[src/rtl/carfield_regbus_guard_pkg.sv]
// Shared types and the carfield RegBus configuration address map for the
// guarded RegBus demultiplexer.
package carfield_regbus_guard_pkg;

    typedef enum logic [1:0] {
        IDLE = 2'd0,
        FWD  = 2'd1,
        RESP = 2'd2
    } state_e;

    localparam int unsigned NumRules      = 4;
    localparam int unsigned IdxWidth      = 2;
    localparam int unsigned RuleAddrWidth = 48;

    localparam int unsigned PcrsIdx     = 0;
    localparam int unsigned PllIdx      = 1;
    localparam int unsigned PadframeIdx = 2;
    localparam int unsigned L2EccIdx    = 3;

    // carfield_configuration base addresses and sizes of the RegBus targets
    localparam logic [RuleAddrWidth-1:0] CarfieldPcrsBase     = 48'h0000_2001_0000;
    localparam logic [RuleAddrWidth-1:0] CarfieldPcrsSize     = 48'h0000_0000_1000;
    localparam logic [RuleAddrWidth-1:0] CarfieldPllBase      = 48'h0000_2002_0000;
    localparam logic [RuleAddrWidth-1:0] CarfieldPllSize      = 48'h0000_0000_1000;
    localparam logic [RuleAddrWidth-1:0] CarfieldPadframeBase = 48'h0000_200A_0000;
    localparam logic [RuleAddrWidth-1:0] CarfieldPadframeSize = 48'h0000_0000_1000;
    localparam logic [RuleAddrWidth-1:0] CarfieldL2EccBase    = 48'h0000_200B_0000;
    localparam logic [RuleAddrWidth-1:0] CarfieldL2EccSize    = 48'h0000_0000_1000;

    typedef struct packed {
        logic                     enable;
        logic [RuleAddrWidth-1:0] base;
        logic [RuleAddrWidth-1:0] size;
    } rule_t;

    typedef rule_t [NumRules-1:0] rule_map_t;

    function automatic rule_map_t gen_rule_map();
        rule_map_t m;
        m[PcrsIdx]     = '{enable: 1'b1, base: CarfieldPcrsBase,     size: CarfieldPcrsSize};
        m[PllIdx]      = '{enable: 1'b1, base: CarfieldPllBase,      size: CarfieldPllSize};
        m[PadframeIdx] = '{enable: 1'b1, base: CarfieldPadframeBase, size: CarfieldPadframeSize};
        m[L2EccIdx]    = '{enable: 1'b1, base: CarfieldL2EccBase,    size: CarfieldL2EccSize};
        return m;
    endfunction

    localparam rule_map_t RuleMap = gen_rule_map();

endpackage

[src/rtl/carfield_regbus_addr_decode.sv]
// Combinational address decoder: matches an address against the rule map and
// returns the index of the enabled region containing it. Regions never
// overlap, so at most one rule can match.
module carfield_regbus_addr_decode
    import carfield_regbus_guard_pkg::*;
(
    input  rule_map_t                rules,
    input  logic [RuleAddrWidth-1:0] addr,
    output logic                     hit,
    output logic [IdxWidth-1:0]      idx
);

    // Base <= addr < Base+Size, with one extra bit so the upper limit cannot wrap
    always_comb begin
        logic [RuleAddrWidth:0] limit;
        hit   = 1'b0;
        idx   = '0;
        limit = '0;
        for (int k = 0; k < NumRules; k++) begin
            limit = {1'b0, rules[k].base} + {1'b0, rules[k].size};
            if (rules[k].enable && (addr >= rules[k].base) && ({1'b0, addr} < limit)) begin
                hit = 1'b1;
                idx = k[IdxWidth-1:0];
            end
        end
    end

endmodule

[src/rtl/carfield_regbus_guard_demux.sv]
// Single-outstanding RegBus demultiplexer with decode-error responses and a
// per-transaction timeout guard in front of the carfield configuration targets.
// Optional error statistics counter enabled by CARFIELD_REGBUS_GUARD_STATS_EN.
//
// state | meaning
// IDLE  | waiting for an upstream request
// FWD   | request presented to the selected target, timeout counter running
// RESP  | response registered; in_ready_o pulses once, then back to IDLE
module carfield_regbus_guard_demux
    import carfield_regbus_guard_pkg::*;
#(
    parameter int unsigned          AddrWidth     = 48,
    parameter int unsigned          DataWidth     = 32,
    parameter int unsigned          NumSlv        = NumRules,
    parameter int unsigned          TimeoutCycles = 255,
    parameter logic [DataWidth-1:0] ErrData       = DataWidth'(32'hBADCAB1E)
) (
    input  logic                          clk_i,
    input  logic                          rst_i,
    input  logic                          in_valid_i,
    input  logic                          in_write_i,
    input  logic [AddrWidth-1:0]          in_addr_i,
    input  logic [DataWidth-1:0]          in_wdata_i,
    input  logic [DataWidth/8-1:0]        in_wstrb_i,
    output logic                          in_ready_o,
    output logic [DataWidth-1:0]          in_rdata_o,
    output logic                          in_error_o,
    output logic [NumSlv-1:0]             out_valid_o,
    output logic                          out_write_o,
    output logic [AddrWidth-1:0]          out_addr_o,
    output logic [DataWidth-1:0]          out_wdata_o,
    output logic [DataWidth/8-1:0]        out_wstrb_o,
    input  logic [NumSlv-1:0]             out_ready_i,
    input  logic [NumSlv*DataWidth-1:0]   out_rdata_i,
    input  logic [NumSlv-1:0]             out_error_i,
    output logic                          timeout_o
`ifdef CARFIELD_REGBUS_GUARD_STATS_EN
    ,
    output logic [15:0]                   err_cnt_o
`endif
);

    localparam logic [15:0] CntLast = 16'(TimeoutCycles - 1);

    state_e                state;
    logic [15:0]           cnt;
    logic [IdxWidth-1:0]   idx_q;
    logic                  dec_hit;
    logic [IdxWidth-1:0]   dec_idx;
    logic                  fwd_ready;
    logic                  fwd_expire;
    logic [DataWidth-1:0]  rdata_arr [NumSlv];

    for (genvar g = 0; g < NumSlv; g++) begin : gen_rdata_slice
        assign rdata_arr[g] = out_rdata_i[g*DataWidth +: DataWidth];
    end

    carfield_regbus_addr_decode i_addr_decode (
        .rules (RuleMap),
        .addr  (RuleAddrWidth'(in_addr_i)),
        .hit   (dec_hit),
        .idx   (dec_idx)
    );

    // A target ready always beats an expiring counter in the same cycle
    assign fwd_ready  = out_ready_i[idx_q];
    assign fwd_expire = !fwd_ready && (cnt == CntLast);

    // Request sequencing: decode, forward with timeout guard, single response pulse
    always_ff @(posedge clk_i) begin
        if (rst_i) begin
            state       <= IDLE;
            cnt         <= '0;
            idx_q       <= '0;
            in_ready_o  <= 1'b0;
            in_rdata_o  <= '0;
            in_error_o  <= 1'b0;
            out_valid_o <= '0;
            out_write_o <= 1'b0;
            out_addr_o  <= '0;
            out_wdata_o <= '0;
            out_wstrb_o <= '0;
            timeout_o   <= 1'b0;
        end else begin
            in_ready_o <= 1'b0;
            timeout_o  <= 1'b0;
            case (state)
                IDLE: begin
                    if (in_valid_i) begin
                        out_write_o <= in_write_i;
                        out_addr_o  <= in_addr_i;
                        out_wdata_o <= in_wdata_i;
                        out_wstrb_o <= in_wstrb_i;
                        idx_q       <= dec_idx;
                        cnt         <= '0;
                        if (dec_hit) begin
                            out_valid_o <= NumSlv'(1) << dec_idx;
                            state       <= FWD;
                        end else begin
                            in_rdata_o <= ErrData;
                            in_error_o <= 1'b1;
                            state      <= RESP;
                        end
                    end
                end
                FWD: begin
                    if (fwd_ready) begin
                        in_rdata_o  <= rdata_arr[idx_q];
                        in_error_o  <= out_error_i[idx_q];
                        in_ready_o  <= 1'b1;
                        out_valid_o <= '0;
                        cnt         <= '0;
                        state       <= RESP;
                    end else if (fwd_expire) begin
                        in_rdata_o  <= ErrData;
                        in_error_o  <= 1'b1;
                        in_ready_o  <= 1'b1;
                        timeout_o   <= 1'b1;
                        out_valid_o <= '0;
                        cnt         <= '0;
                        state       <= RESP;
                    end else begin
                        cnt <= cnt + 16'd1;
                    end
                end
                RESP: begin
                    // Decode errors arrive here without a pulse armed; give them one extra cycle
                    if (in_ready_o) begin
                        state <= IDLE;
                    end else begin
                        in_ready_o <= 1'b1;
                    end
                end
                default: begin
                    state       <= IDLE;
                    out_valid_o <= '0;
                end
            endcase
        end
    end

`ifdef CARFIELD_REGBUS_GUARD_STATS_EN
    logic local_err;

    assign local_err = ((state == IDLE) && in_valid_i && !dec_hit) ||
                       ((state == FWD) && fwd_expire);

    // Saturating count of locally generated errors (decode misses and timeouts)
    always_ff @(posedge clk_i) begin
        if (rst_i) begin
            err_cnt_o <= '0;
        end else if (local_err && (err_cnt_o != 16'hFFFF)) begin
            err_cnt_o <= err_cnt_o + 16'd1;
        end
    end
`endif

endmodule

[config.mk]
export PLATFORM = sky130hd
export DESIGN_NAME = carfield_regbus_guard_demux
export DESIGN_NICKNAME = d
export VERILOG_FILES = /design/src/rtl/carfield_regbus_guard_pkg.sv /design/src/rtl/carfield_regbus_addr_decode.sv /design/src/rtl/carfield_regbus_guard_demux.sv
export SDC_FILE = /design/constraint.sdc
export NUM_CORES = 1
export LEC_CHECK = 0
export CAP_MARGIN = 5
export CORE_AREA = 2 2 136 138
export DETAILED_ROUTE_END_ITERATION = 8
export DIE_AREA = 0 0 138 140
export PLACE_DENSITY_LB_ADDON = 0.25
export SYNTH_ARGS = -nofsm -noshare
export SYNTH_HDL_FRONTEND = slang
export SYNTH_SLANG_ARGS = --single-unit
[constraint.sdc]
create_clock -name clk_i -period 5.5 [get_ports clk_i]
set_input_delay 1.1 -clock clk_i [delete_from_list [all_inputs] [get_ports clk_i]]
set_output_delay 1.1 -clock clk_i [all_outputs]
set_load 0.005 [all_outputs]
==> flow_metrics.env <==
export IMPL_ys_flop_type="dfxtp_1"
export IMPL_drc=0
export IMPL_vias_per_cell=5.06
export IMPL_tns_ps=0
export IMPL_cellLeakagePower_uw=0.00387
export IMPL_drtIter0Drc=266
export IMPL_outcome="complete, no violations"
export IMPL_ir_worst_vdd_mv=0.202
export IMPL_cp_max_fo=33
export IMPL_hp_start="out_wstrb_o[1]$_SDFFE_PP0P_"
export IMPL_hpwl_mm=16.9
export IMPL_clkPwrFrac_pct=39.0
export IMPL_gp_congestion=0.814
export IMPL_rsz0062_at_grt="no"
export IMPL_diodes=0
export IMPL_wl_per_cell_um=17.5
export IMPL_clock_skew_ps=8.09
export IMPL_grt_overflow_total=0
export IMPL_startpoint="in_addr_i[39]"
export IMPL_areaGrowthSynthToFinish_pct=59.7
export IMPL_timing_final_max_slew_violations=0
export IMPL_syn_area_per_cell_um2=9.18
export IMPL_cts_made_buffers=17
export IMPL_min_path_type="flip-flop to flip-flop"
export IMPL_cts_buffer_depth=2
export IMPL_syn_nets=974
export IMPL_cts_hold_buffers=0
export IMPL_netSwitchingPower_uw=737
export IMPL_num_io_pins=348
export IMPL_synth_edf_count=0
export IMPL_reg2reg_from="idx_q[0]$_SDFFE_PP0P_"
export IMPL_die_area_mm2=0.0193
export IMPL_crit_path_end_kind="flip-flop"
export IMPL_cts_tree="done"
export IMPL_postRouteAntennaNets=0
export IMPL_max_freq_mhz=290
export IMPL_start_util_pct=38.5
export IMPL_io_buffers=347
export IMPL_yosysWarnings=0
export IMPL_cts_root_buf="clkbuf_16"
export IMPL_cts_clk_slew_worst_paths_ps=60
export IMPL_hold_slack_ps=452
export IMPL_startpoint_type="primary input"
export IMPL_syn_area_mm2=0.00684
export IMPL_power_frac_comb_pct=20.5
export IMPL_firstDrtPassIters=5
export IMPL_power_uw=2840
export IMPL_global_route_usage_total_pct=23.3
export IMPL_crit_arrival_ps=3770
export IMPL_post_cts_buffers=0
export IMPL_synth_cells=745
export IMPL_intPower_uw=2110
export IMPL_n_fill_cell=1524
export IMPL_ys_ff_latch=144
export IMPL_period_minus_slack_ps=3440
export IMPL_num_vias=6573
export IMPL_worst_pin_slew_ps=1160
export IMPL_register_area_mm2=0.00289
export IMPL_htree_levels=4
export IMPL_antenna_found_initial=0
export IMPL_drive_gt1_share_pct=8.59
export IMPL_grt_start_max_net_pins=89
export IMPL_worst_slew_margin_rel_pct=22.3
export IMPL_min_period_over_period_pct=62.6
export IMPL_cts_sinks=144
export IMPL_setup_violations=0
export IMPL_fin_nets=1287
export IMPL_drv_cap=0
export IMPL_cts_repair_resized=0
export IMPL_core_area_mm2=0.0178
export IMPL_path_class="primary input to flip-flop"
export IMPL_cellPowerDensity_mw_per_mm2=260
export IMPL_die_h_um=140
export IMPL_cp_data_required_time_ps=5830
export IMPL_p_seq_share_pct=40.6
export IMPL_rows=49
export IMPL_synth_cell_types=56
export IMPL_grt_pass1_wl_mm=35.8
export IMPL_die_w_um=138
export IMPL_multiInputGateArea_mm2=0.00366
export IMPL_wl_mm=22.8
export IMPL_first_global_vias=6618
export IMPL_finalHoldViolCount=0
export IMPL_swShare_pct=25.9
export IMPL_synth_seq_area_share_pct=42.1
export IMPL_ys_async_sr_fraction_pct=0
export IMPL_insertion_delay_ps=420
[registers in the layout, summed over array words and instances (netlist names)]
| name | count |
|---|---|
| timeout_o | 1 |
| out_addr_o | 48 |
| out_valid_o | 4 |
| in_rdata_o | 32 |
| state | 2 |
| out_wstrb_o | 4 |
| cnt | 16 |
| out_write_o | 1 |
| in_ready_o | 1 |
| idx_q | 2 |
| out_wdata_o | 32 |
| in_error_o | 1 |
[critical path: stages]
cell,delay (ps)
clkdlybuf4s50_1,450
nor4_1,380
nand4_1,300
nor4_4,410
a211o_2,830
mux2i_1,280
[cells in the mapped netlist, drive strengths merged, types with 2 or more instances]
| cell | number | area share, % |
|---|---|---|
| a211oi | 2 | 0.22 |
| a21oi | 90 | 6.6 |
| a311oi | 2 | 0.26 |
| and2 | 2 | 0.22 |
| buf | 12 | 1.6 |
| clkbuf | 45 | 2.5 |
| dfxtp | 144 | 42 |
| ha | 5 | 0.91 |
| inv | 7 | 0.38 |
| mux2 | 4 | 0.66 |
| mux2i | 34 | 5.0 |
| mux4 | 33 | 11 |
| nand2 | 187 | 10 |
| nand2b | 41 | 3.7 |
| nand3 | 4 | 0.29 |
| nand4 | 11 | 1.2 |
| nand4b | 14 | 1.8 |
| nor2 | 27 | 1.5 |
| nor2b | 2 | 0.18 |
| nor3 | 7 | 0.59 |
| nor4 | 11 | 1.4 |
| nor4b | 2 | 0.48 |
| o21bai | 20 | 2.2 |
| o22ai | 2 | 0.27 |
| o2bb2ai | 4 | 0.51 |
| or4 | 2 | 0.22 |
| xnor2 | 6 | 0.77 |
| xor2 | 8 | 1.0 |
[per-stage QoR]
stage	cell area (um^2)	utilization, %	cells	setup slack, ps
final	10900	61.5	1300	2060
after global routing	10900	61.5	1300	1920
after floorplan	6840	-	745	2830
after global placement	10400	58.3	1268	1740
after CTS	10900	61.5	1300	2080
after detailed placement	10400	58.3	1268	1630
[logic make-up after synthesis]
family	synth area share (%)
AOI/OAI and AO/OA	11.1
xor gates and xnor gates	1.79
adders and majority gates	0.915
buffers and inverters	4.44
DFF	42.1
muxes	16.5
and+or+nand+nor	23.1
[final timing paths]
kind	endpoint	slack [ps]	cells after the start
worst min-delay path	out_wstrb_o[1]$_SDFFE_PP0P_	450	2
worst min register to register	out_wstrb_o[1]$_SDFFE_PP0P_	450	2
worst max register to register	in_rdata_o[1]$_SDFFE_PP0P_	2330	6
worst max-delay path	in_rdata_o[1]$_SDFFE_PP0P_	2060	6
[cells in the final DEF (no fill, tap or decap), types with 2 or more instances in the layout]
cell type        netlist  layout
clkinvlp_4             0       4
or4_1                  2       2
nand2b_1              41      41
nand2_1              187     186
xor2_1                 8       8
nor4_1                 8       8
mux4_2                33      33
nor4_2                 2       2
nor2b_1                2       2
inv_1                  7       7
a311oi_1               2       2
nor2_1                27      27
nor3_1                 6       6
nand3_1                4       4
mux2i_1               34      34
dfxtp_1              144     142
nand4b_1              14      14
buf_4                  1       5
clkbuf_16              0      17
a21oi_1               90      90
clkdlybuf4s50_1        0     346
inv_6                  0       6
mux2_2                 4       4
o2bb2ai_1              4       4
o21bai_1              20      20
a211oi_1               2       2
ha_1                   5       5
dfxtp_2                0       2
xnor2_1                6       6
nand4_1               10      10
[routing by layer]
| metal | share of wire (%) | vias up | global-route usage [%] | wire, um |
|---|---|---|---|---|
| met3 | 8.4 | 31 | 8.65 | 1900 |
| met2 | 48 | 271 | 38.8 | 11000 |
| met1 | 41 | 3040 | 27.7 | 9360 |
| met5 | 0 | - | 0 | 0 |
| met4 | 2.3 | 0 | 8.43 | 517 |
| li1 | - | 3231 | - | - |
[power by group through the flow]
stage	clock (uW)	sequential, uW	combinational (uW)
5_1_grt	1190	1160	631
2_1_floorplan	0	1180	228
3_3_place_gp	0	1170	582
4_1_cts	1140	1150	585
3_5_place_dp	0	1180	582
6_report	1110	1150	581
[cell type report]
cell class,count,share of cell area (%)
Clock buffer,19,4.05
Timing Repair Buffer,351,32.0
Multi-Input combinational cell,537,33.5
Sequential cell,144,26.4
Tap cell,229,2.62
Clock inverter,13,1.16
Inverter,7,0.240
(Power assumes the default switching activity.)
